## config.mk

```make
export PLATFORM = sky130hd
export DESIGN_NAME = victim_swap_ctrl
export DESIGN_NICKNAME = d
export VERILOG_FILES = /design/src/rtl/victim_swap_ctrl_pkg.sv /design/src/rtl/victim_swap_ctrl_perf_cnt.sv /design/src/rtl/victim_swap_ctrl.sv
export SDC_FILE = /design/constraint.sdc
export NUM_CORES = 1
export LEC_CHECK = 0
export CORE_AREA = 4 4 157 159
export CTS_CLUSTER_DIAMETER = 80
export DETAILED_ROUTE_END_ITERATION = 8
export DIE_AREA = 0 0 161 163
export DONT_BUFFER_PORTS = 1
export GPL_TIMING_DRIVEN = 0
export PLACE_DENSITY = 0.46
export SETUP_SLACK_MARGIN = 0.4
export SLEW_MARGIN = 20
export SYNTH_ARGS = -nofsm -noshare
export SYNTH_HDL_FRONTEND = slang
export SYNTH_SLANG_ARGS = --single-unit
```

## constraint.sdc

```tcl
create_clock -name clk -period 2.6 [get_ports clk]
set_input_delay 0.52 -clock clk [delete_from_list [all_inputs] [get_ports clk]]
set_output_delay 0.52 -clock clk [all_outputs]
set_load 0.005 [all_outputs]
```

## src/rtl/victim_swap_ctrl_pkg.sv

```systemverilog
// Shared cache definitions for the victim-swap controller: line and address
// widths, the controller state enum, the latched miss context and the
// victim hit qualification helper.
package victim_swap_ctrl_pkg;

    localparam int DCACHE_LINE_WIDTH = 64;
    localparam int VICTIM_ADDR_BITS  = 12;

    typedef enum logic [2:0] {
        IDLE    = 3'd0,
        LOOKUP  = 3'd1,
        CHECK   = 3'd2,
        MEM_REQ = 3'd3,
        EVICT   = 3'd4,
        RESP    = 3'd5
    } victim_swap_state_e;

    // Everything captured from the dcache when a miss is accepted.
    typedef struct packed {
        logic [VICTIM_ADDR_BITS-1:0]  miss_addr;
        logic                         evict_valid;
        logic [VICTIM_ADDR_BITS-1:0]  evict_addr;
        logic [DCACHE_LINE_WIDTH-1:0] evict_data;
    } victim_swap_ctx_t;

    // A registered victim hit only counts when it answers the address we asked for.
    function automatic logic victim_match(
        input logic                        hit,
        input logic [VICTIM_ADDR_BITS-1:0] hit_addr,
        input logic [VICTIM_ADDR_BITS-1:0] miss_addr
    );
        return hit && (hit_addr == miss_addr);
    endfunction

endpackage

```

## src/rtl/victim_swap_ctrl_perf_cnt.sv

```systemverilog
// Saturating hit/miss counters for the victim-swap controller. Only built
// into the controller when VICTIM_SWAP_PERF_CNT_EN is defined. Counters
// clear on rst only; flushes leave them untouched.
module victim_swap_perf_cnt
    import victim_swap_ctrl_pkg::*;
#(
    parameter int CNT_WIDTH = 32
) (
    input  logic                 clk,
    input  logic                 rst,
    input  logic                 hit_inc_i,
    input  logic                 miss_inc_i,
    output logic [CNT_WIDTH-1:0] hit_cnt_o,
    output logic [CNT_WIDTH-1:0] miss_cnt_o
);

    logic [CNT_WIDTH-1:0] hit_cnt_q,  hit_cnt_d;
    logic [CNT_WIDTH-1:0] miss_cnt_q, miss_cnt_d;

    // Increment on request, sticking at all-ones.
    always_comb begin
        hit_cnt_d  = hit_cnt_q;
        miss_cnt_d = miss_cnt_q;
        if (hit_inc_i && (hit_cnt_q != '1)) begin
            hit_cnt_d = hit_cnt_q + CNT_WIDTH'(1);
        end
        if (miss_inc_i && (miss_cnt_q != '1)) begin
            miss_cnt_d = miss_cnt_q + CNT_WIDTH'(1);
        end
    end

    // Counter registers.
    always_ff @(posedge clk) begin
        if (rst) begin
            hit_cnt_q  <= '0;
            miss_cnt_q <= '0;
        end else begin
            hit_cnt_q  <= hit_cnt_d;
            miss_cnt_q <= miss_cnt_d;
        end
    end

    assign hit_cnt_o  = hit_cnt_q;
    assign miss_cnt_o = miss_cnt_q;

endmodule

```

## src/rtl/victim_swap_ctrl.sv

```systemverilog
// Victim-swap controller: on a dcache miss, probe the victim cache, fall
// back to memory on a victim miss, write the evicted dcache line into the
// victim cache and return the refill line to the dcache.
// Optional feature macro: VICTIM_SWAP_PERF_CNT_EN adds saturating hit/miss
// counters (victim_hit_cnt_o / victim_miss_cnt_o).
//
// state   | meaning
// --------+-----------------------------------------------------------
// IDLE    | waiting for a miss request
// LOOKUP  | victim cache performing its registered read of the miss address
// CHECK   | qualify victim hit; hit -> EVICT, miss -> MEM_REQ
// MEM_REQ | memory line read outstanding (held until ack, even if aborted)
// EVICT   | write the displaced dcache line into the victim cache
// RESP    | one-cycle refill strobe back to the dcache
module victim_swap_ctrl
    import victim_swap_ctrl_pkg::*;
#(
    parameter int CNT_WIDTH = 32
) (
    input  logic                         clk,
    input  logic                         rst,
    input  logic                         flush_i,
    input  logic                         miss_req_i,
    input  logic [VICTIM_ADDR_BITS-1:0]  miss_addr_i,
    input  logic                         evict_valid_i,
    input  logic [VICTIM_ADDR_BITS-1:0]  evict_addr_i,
    input  logic [DCACHE_LINE_WIDTH-1:0] evict_data_i,
    output logic                         busy_o,
    output logic                         refill_valid_o,
    output logic [DCACHE_LINE_WIDTH-1:0] refill_data_o,
    output logic                         refill_from_victim_o,
    output logic [VICTIM_ADDR_BITS-1:0]  victim_addr_r_o,
    input  logic                         victim_hit_i,
    input  logic [VICTIM_ADDR_BITS-1:0]  victim_addr_i,
    input  logic [DCACHE_LINE_WIDTH-1:0] victim_data_i,
    output logic                         victim_wr_en_o,
    output logic [VICTIM_ADDR_BITS-1:0]  victim_addr_w_o,
    output logic [DCACHE_LINE_WIDTH-1:0] victim_data_o,
    output logic                         mem_req_o,
    output logic [VICTIM_ADDR_BITS-1:0]  mem_addr_o,
    input  logic                         mem_ack_i,
    input  logic [DCACHE_LINE_WIDTH-1:0] mem_data_i
`ifdef VICTIM_SWAP_PERF_CNT_EN
    ,
    output logic [CNT_WIDTH-1:0]         victim_hit_cnt_o,
    output logic [CNT_WIDTH-1:0]         victim_miss_cnt_o
`endif
);

    victim_swap_state_e           state_q, state_d;
    victim_swap_ctx_t             ctx_q, ctx_d;
    logic                         abort_q, abort_d;
    logic [DCACHE_LINE_WIDTH-1:0] refill_buf_q, refill_buf_d;
    logic                         from_victim_q, from_victim_d;

    // Next-state and datapath capture.
    always_comb begin
        state_d       = state_q;
        ctx_d         = ctx_q;
        abort_d       = abort_q;
        refill_buf_d  = refill_buf_q;
        from_victim_d = from_victim_q;

        case (state_q)
            IDLE: begin
                abort_d = 1'b0;
                // flush wins over a simultaneous request
                if (miss_req_i && !flush_i) begin
                    ctx_d.miss_addr   = miss_addr_i;
                    ctx_d.evict_valid = evict_valid_i;
                    ctx_d.evict_addr  = evict_addr_i;
                    ctx_d.evict_data  = evict_data_i;
                    state_d           = LOOKUP;
                end
            end
            LOOKUP: begin
                state_d = flush_i ? IDLE : CHECK;
            end
            CHECK: begin
                if (flush_i) begin
                    state_d = IDLE;
                end else if (victim_match(victim_hit_i, victim_addr_i, ctx_q.miss_addr)) begin
                    refill_buf_d  = victim_data_i;
                    from_victim_d = 1'b1;
                    state_d       = EVICT;
                end else begin
                    state_d = MEM_REQ;
                end
            end
            MEM_REQ: begin
                // The memory read cannot be cancelled, so a flush only marks
                // the transaction as dead and we drain the ack.
                if (flush_i) begin
                    abort_d = 1'b1;
                end
                if (mem_ack_i) begin
                    if (abort_q || flush_i) begin
                        abort_d = 1'b0;
                        state_d = IDLE;
                    end else begin
                        refill_buf_d  = mem_data_i;
                        from_victim_d = 1'b0;
                        state_d       = EVICT;
                    end
                end
            end
            EVICT: begin
                state_d = flush_i ? IDLE : RESP;
            end
            RESP: begin
                state_d = IDLE;
            end
            default: begin
                state_d = IDLE;
            end
        endcase
    end

    // State and datapath registers.
    always_ff @(posedge clk) begin
        if (rst) begin
            state_q       <= IDLE;
            ctx_q         <= '0;
            abort_q       <= 1'b0;
            refill_buf_q  <= '0;
            from_victim_q <= 1'b0;
        end else begin
            state_q       <= state_d;
            ctx_q         <= ctx_d;
            abort_q       <= abort_d;
            refill_buf_q  <= refill_buf_d;
            from_victim_q <= from_victim_d;
        end
    end

    // Output decode; a flush in EVICT/RESP suppresses that cycle's strobe.
    always_comb begin
        busy_o               = (state_q != IDLE);
        victim_addr_r_o      = '0;
        mem_req_o            = 1'b0;
        mem_addr_o           = '0;
        victim_wr_en_o       = 1'b0;
        victim_addr_w_o      = '0;
        victim_data_o        = '0;
        refill_valid_o       = 1'b0;
        refill_data_o        = refill_buf_q;
        refill_from_victim_o = 1'b0;

        if ((state_q == LOOKUP) || (state_q == CHECK)) begin
            victim_addr_r_o = ctx_q.miss_addr;
        end
        if (state_q == MEM_REQ) begin
            mem_req_o  = 1'b1;
            mem_addr_o = ctx_q.miss_addr;
        end
        if ((state_q == EVICT) && ctx_q.evict_valid && !flush_i) begin
            victim_wr_en_o  = 1'b1;
            victim_addr_w_o = ctx_q.evict_addr;
            victim_data_o   = ctx_q.evict_data;
        end
        if ((state_q == RESP) && !flush_i) begin
            refill_valid_o       = 1'b1;
            refill_from_victim_o = from_victim_q;
        end
    end

`ifdef VICTIM_SWAP_PERF_CNT_EN
    logic hit_inc;
    logic miss_inc;

    assign hit_inc  = (state_q == CHECK) && (state_d == EVICT);
    assign miss_inc = (state_q == CHECK) && (state_d == MEM_REQ);

    victim_swap_perf_cnt #(
        .CNT_WIDTH (CNT_WIDTH)
    ) u_perf_cnt (
        .clk        (clk),
        .rst        (rst),
        .hit_inc_i  (hit_inc),
        .miss_inc_i (miss_inc),
        .hit_cnt_o  (victim_hit_cnt_o),
        .miss_cnt_o (victim_miss_cnt_o)
    );
`else
    // CNT_WIDTH only sizes the counters; keep it referenced in the counter-less build.
    logic unused_cnt_width;
    assign unused_cnt_width = ^CNT_WIDTH;
`endif

endmodule

```

==> results summary <==
The iteration count of the initial detailed-routing pass came out at 4. The total nets after synthesis is roughly 1200. The static power due to leakage is ~4 nW. The number of buffers inserted by port buffering is 0. The mean post-synth cell area came out at roughly 8.4 sq um.

The fraction of synthesis flops using an asynchronous set or reset pin came out at 0%. The library cell used most frequently in the layout, excluding fill and tap cells, is nand2_1. Of all cell types, the one taking the most synthesized area is dfxtp_1. The total number of nets in the final design came out at between 1000 and 1500. The number of antenna diodes in the final layout is 0. Cells with a size suffix above 1 make up 39.4% of the layout. The H-tree was split into 4 levels. Entering global routing, the biggest net connects 19 pins. At the pin with the least slew margin, the transition time is ~0.65 ns.

The internal reg-to-reg setup slack came out at ~0.45 ns. The number of antenna violations at the first check in global routing came out at 0. The clock slew seen by the registers of the worst setup and hold paths came out at about 0.070 ns. The worst IR drop on VDD came out at about 0.42 mV. From bottom edge to top edge, the die measures between 150 and 200 um. For this run, the total global-route usage over all layers was measured as a little over a fifth. The number of hold-repair buffers added at the cts stage is 0. The total die area came out at roughly 0.026 sq mm. The die is ~160 um wide. The minimum setup slack in the final design is 0.273 ns. The worst setup path is captured at a primary output. TritonCTS built the clock tree. The cell sitting at the root of the clock tree is a clkbuf_16. The clock period could shrink to 2.33 ns. STA puts the critical path data required time at approximately 2.1 ns. Ranked by total cell area, the synthesized netlist is headed by dfxtp_1 (38%), o211ai_2 (8.8%), mux2_2 (8.4%). The number of vias in the routed layout is about 7200. The class of the most critical hold timing path is primary input to flop. The critical path goes through buf_8, and3b_1, clkbuf_8, clkbuf_16, clkbuf_16, clkbuf_16, and2_4. Setup repair after global routing could not meet its margin everywhere. The total length of routed wires is just under 30 mm.

OpenSTA, run right after detailed placement, puts the worst setup slack at -0.181 ns. The combined buffer and inverter count along the critical path came out at 5. The number of synthesized flops with an enable pin came out at 0. The synthesized netlist occupies a cell area of between 0.008 and 0.009 sq mm. Grouping stages by cell kind, the critical path spends the most delay in buffers and inverters.

Among all stages on the critical path, the largest delay is contributed by dfxtp_2. The total global routing overflow came out at 0. The count of mapped cells out of synthesis is 997. The final hold violation count was 0.

The via count of the first global-routing pass is a little over 7000. The highest net fanout along the worst path is 6. The final setup violation count came out at 0. After the first detailed-routing iteration, the DRC count stood at a little over 400.

For this configuration, the core starts out at a cell density of between 30% and 40%. The area growth from synthesis to layout is 29.6%. TritonCTS created 17 clock buffers. Max-cap violations in this run came to 0.

The most used flip-flop cell after synthesis is dfxtp_1. The core region area is roughly 0.023 sq mm. The stage delay of the slowest cell on the critical path came out at ~0.35 ns. In the layout the commonest cells are nand2_1 (184), dfxtp_1 (146), a21oi_1 (92), and2_4 (87). For this design the ratio of total power to cell area is roughly 520 mW/mm^2. The critical path is of the flop to primary output type.

The count of nets left with antenna violations after detail routing is 0. For this run, the register share of the synthesized area comes to a little under two fifths. The number of synthesis warnings came out at 0. After legalization and detailed placement, the total HPWL measured 21.5 mm. The flow ran to the end, and the final reports show no timing, DRC or antenna violations.

The worst slew slack as a fraction of its limit is ~56%. The average via count per standard cell came out at approximately 5.2. The clock latency at the later pin of the worst-skew pair came out at between 0.4 and 0.5 ns. The netlist uses 44 different library cells. The arrival time at the worst endpoint is around 1.8 ns. The placer's final routability congestion estimate is approximately 0.8. The post-route clock skew came out at approximately 0.011 ns. The kind of launch point of the worst setup path is a flop.

The max-slew violation count is 0. The synthesized flop and latch total is ~160. For this run, design rule violations remaining after detail routing come to 0. The first global-routing pass estimated 43.4 mm of wire. Counting stages on the worst path, the most repeated cell is clkbuf_16.

The number of buffers on the longest clock path came out at 2. The final critical path takes up roughly 90% of the cycle. The total I/O pin count is roughly 400. The share of the synthesized area in the top cell type came out at 37.9%. The standard-cell row count is 56. Dividing the detail-routed wire length by the instance count gives roughly 21 um. The design draws around 5.6 mW.

The clock drives approximately 160 sinks. The achievable clock frequency came out at roughly 430 MHz.
[per-layer routing]
| layer | global-route usage (%) | up-vias | part of all wire [%] |
|---|---|---|---|
| met1 | 23.3 | 3418 | 39 |
| met5 | 0 | - | 0 |
| met4 | 4.34 | 0 | 1.4 |
| met3 | 9.49 | 27 | 9.3 |
| li1 | - | 3518 | - |
| met2 | 36.9 | 267 | 50 |
[final timing paths]
path	from	endpoint	cells after the start
setup / recovery	state_q[2]	mem_addr_o[8]	7
hold / removal	mem_data_i[21]	refill_data_o[21]	2
setup reg to reg	ctx_q[88]	refill_data_o[38]	8
hold reg to reg	ctx_q[58]	ctx_q[58]	2
[metrics by stage]
stage          TNS (ns)  hold slack (ns)  utilization, %  instances  area [sq um]
2_1_floorplan         0            0.432               -        997          8350
3_3_place_gp      -7.84            0.437            37.6       1316          8750
3_5_place_dp      -8.86            0.443            37.6       1316          8760
4_1_cts               0            0.195            44.1       1377         10300
5_1_grt               0            0.189            46.5       1385         10800
6_report              0            0.214            46.5       1385         10800
[flip-flops by register name, indices dropped and copies added (netlist names)]
| signal | count |
|---|---|
| ctx_q | 89 |
| refill_data_o | 64 |
| state_q | 3 |
| abort_q | 1 |
| from_victim_q | 1 |
[what timing repair did]
action,in CTS,in global routing
setup endpoints to repair,256,243
pin swaps,68,10
gates cloned,7,5
setup buffers,22,3
resized for setup,202,116
[layout make-up]
type | instances | area (sq um)
Buffer | 86 | 808
Tap cell | 319 | 399
Sequential cell | 158 | 3190
Timing Repair Buffer | 37 | 490
Fill cell | 2368 | 12400
Clock buffer | 17 | 425
Clock inverter | 15 | 168
Inverter | 64 | 240
Multi-Input combinational cell | 689 | 5100
[where the power goes]
part | leakage [nW] | internal (mW) | switching [mW]
Sequential | 1.29 | 2.50 | 0.0613
Combinational | 2.38 | 0.222 | 0.269
Clock | 0.292 | 1.30 | 1.25
Total | 3.96 | 4.02 | 1.58
[synth_stat cells, types with 4 or more instances]
master / count
nand2_1: 184
dfxtp_1: 158
and2_1: 102
a21oi_1: 92
inv_1: 64
nand3_1: 64
a22oi_1: 63
mux2_2: 62
clkbuf_1: 61
o211ai_2: 59
buf_2: 12
xnor2_1: 12
buf_6: 7
buf_4: 6
o211ai_1: 6
nand4_1: 4
[kinds of logic after synthesis]
group / Yosys count / share of synthesized area, %
AO/OA/AOI/OAI: 230 / 21.4
XOR/XNOR: 13 / 1.36
buffers and inverters: 150 / 7.83
flip-flops: 158 / 37.9
multiplexers: 64 / 8.61
AND/OR/NAND/NOR: 382 / 22.9
(Power assumes the default switching activity.)
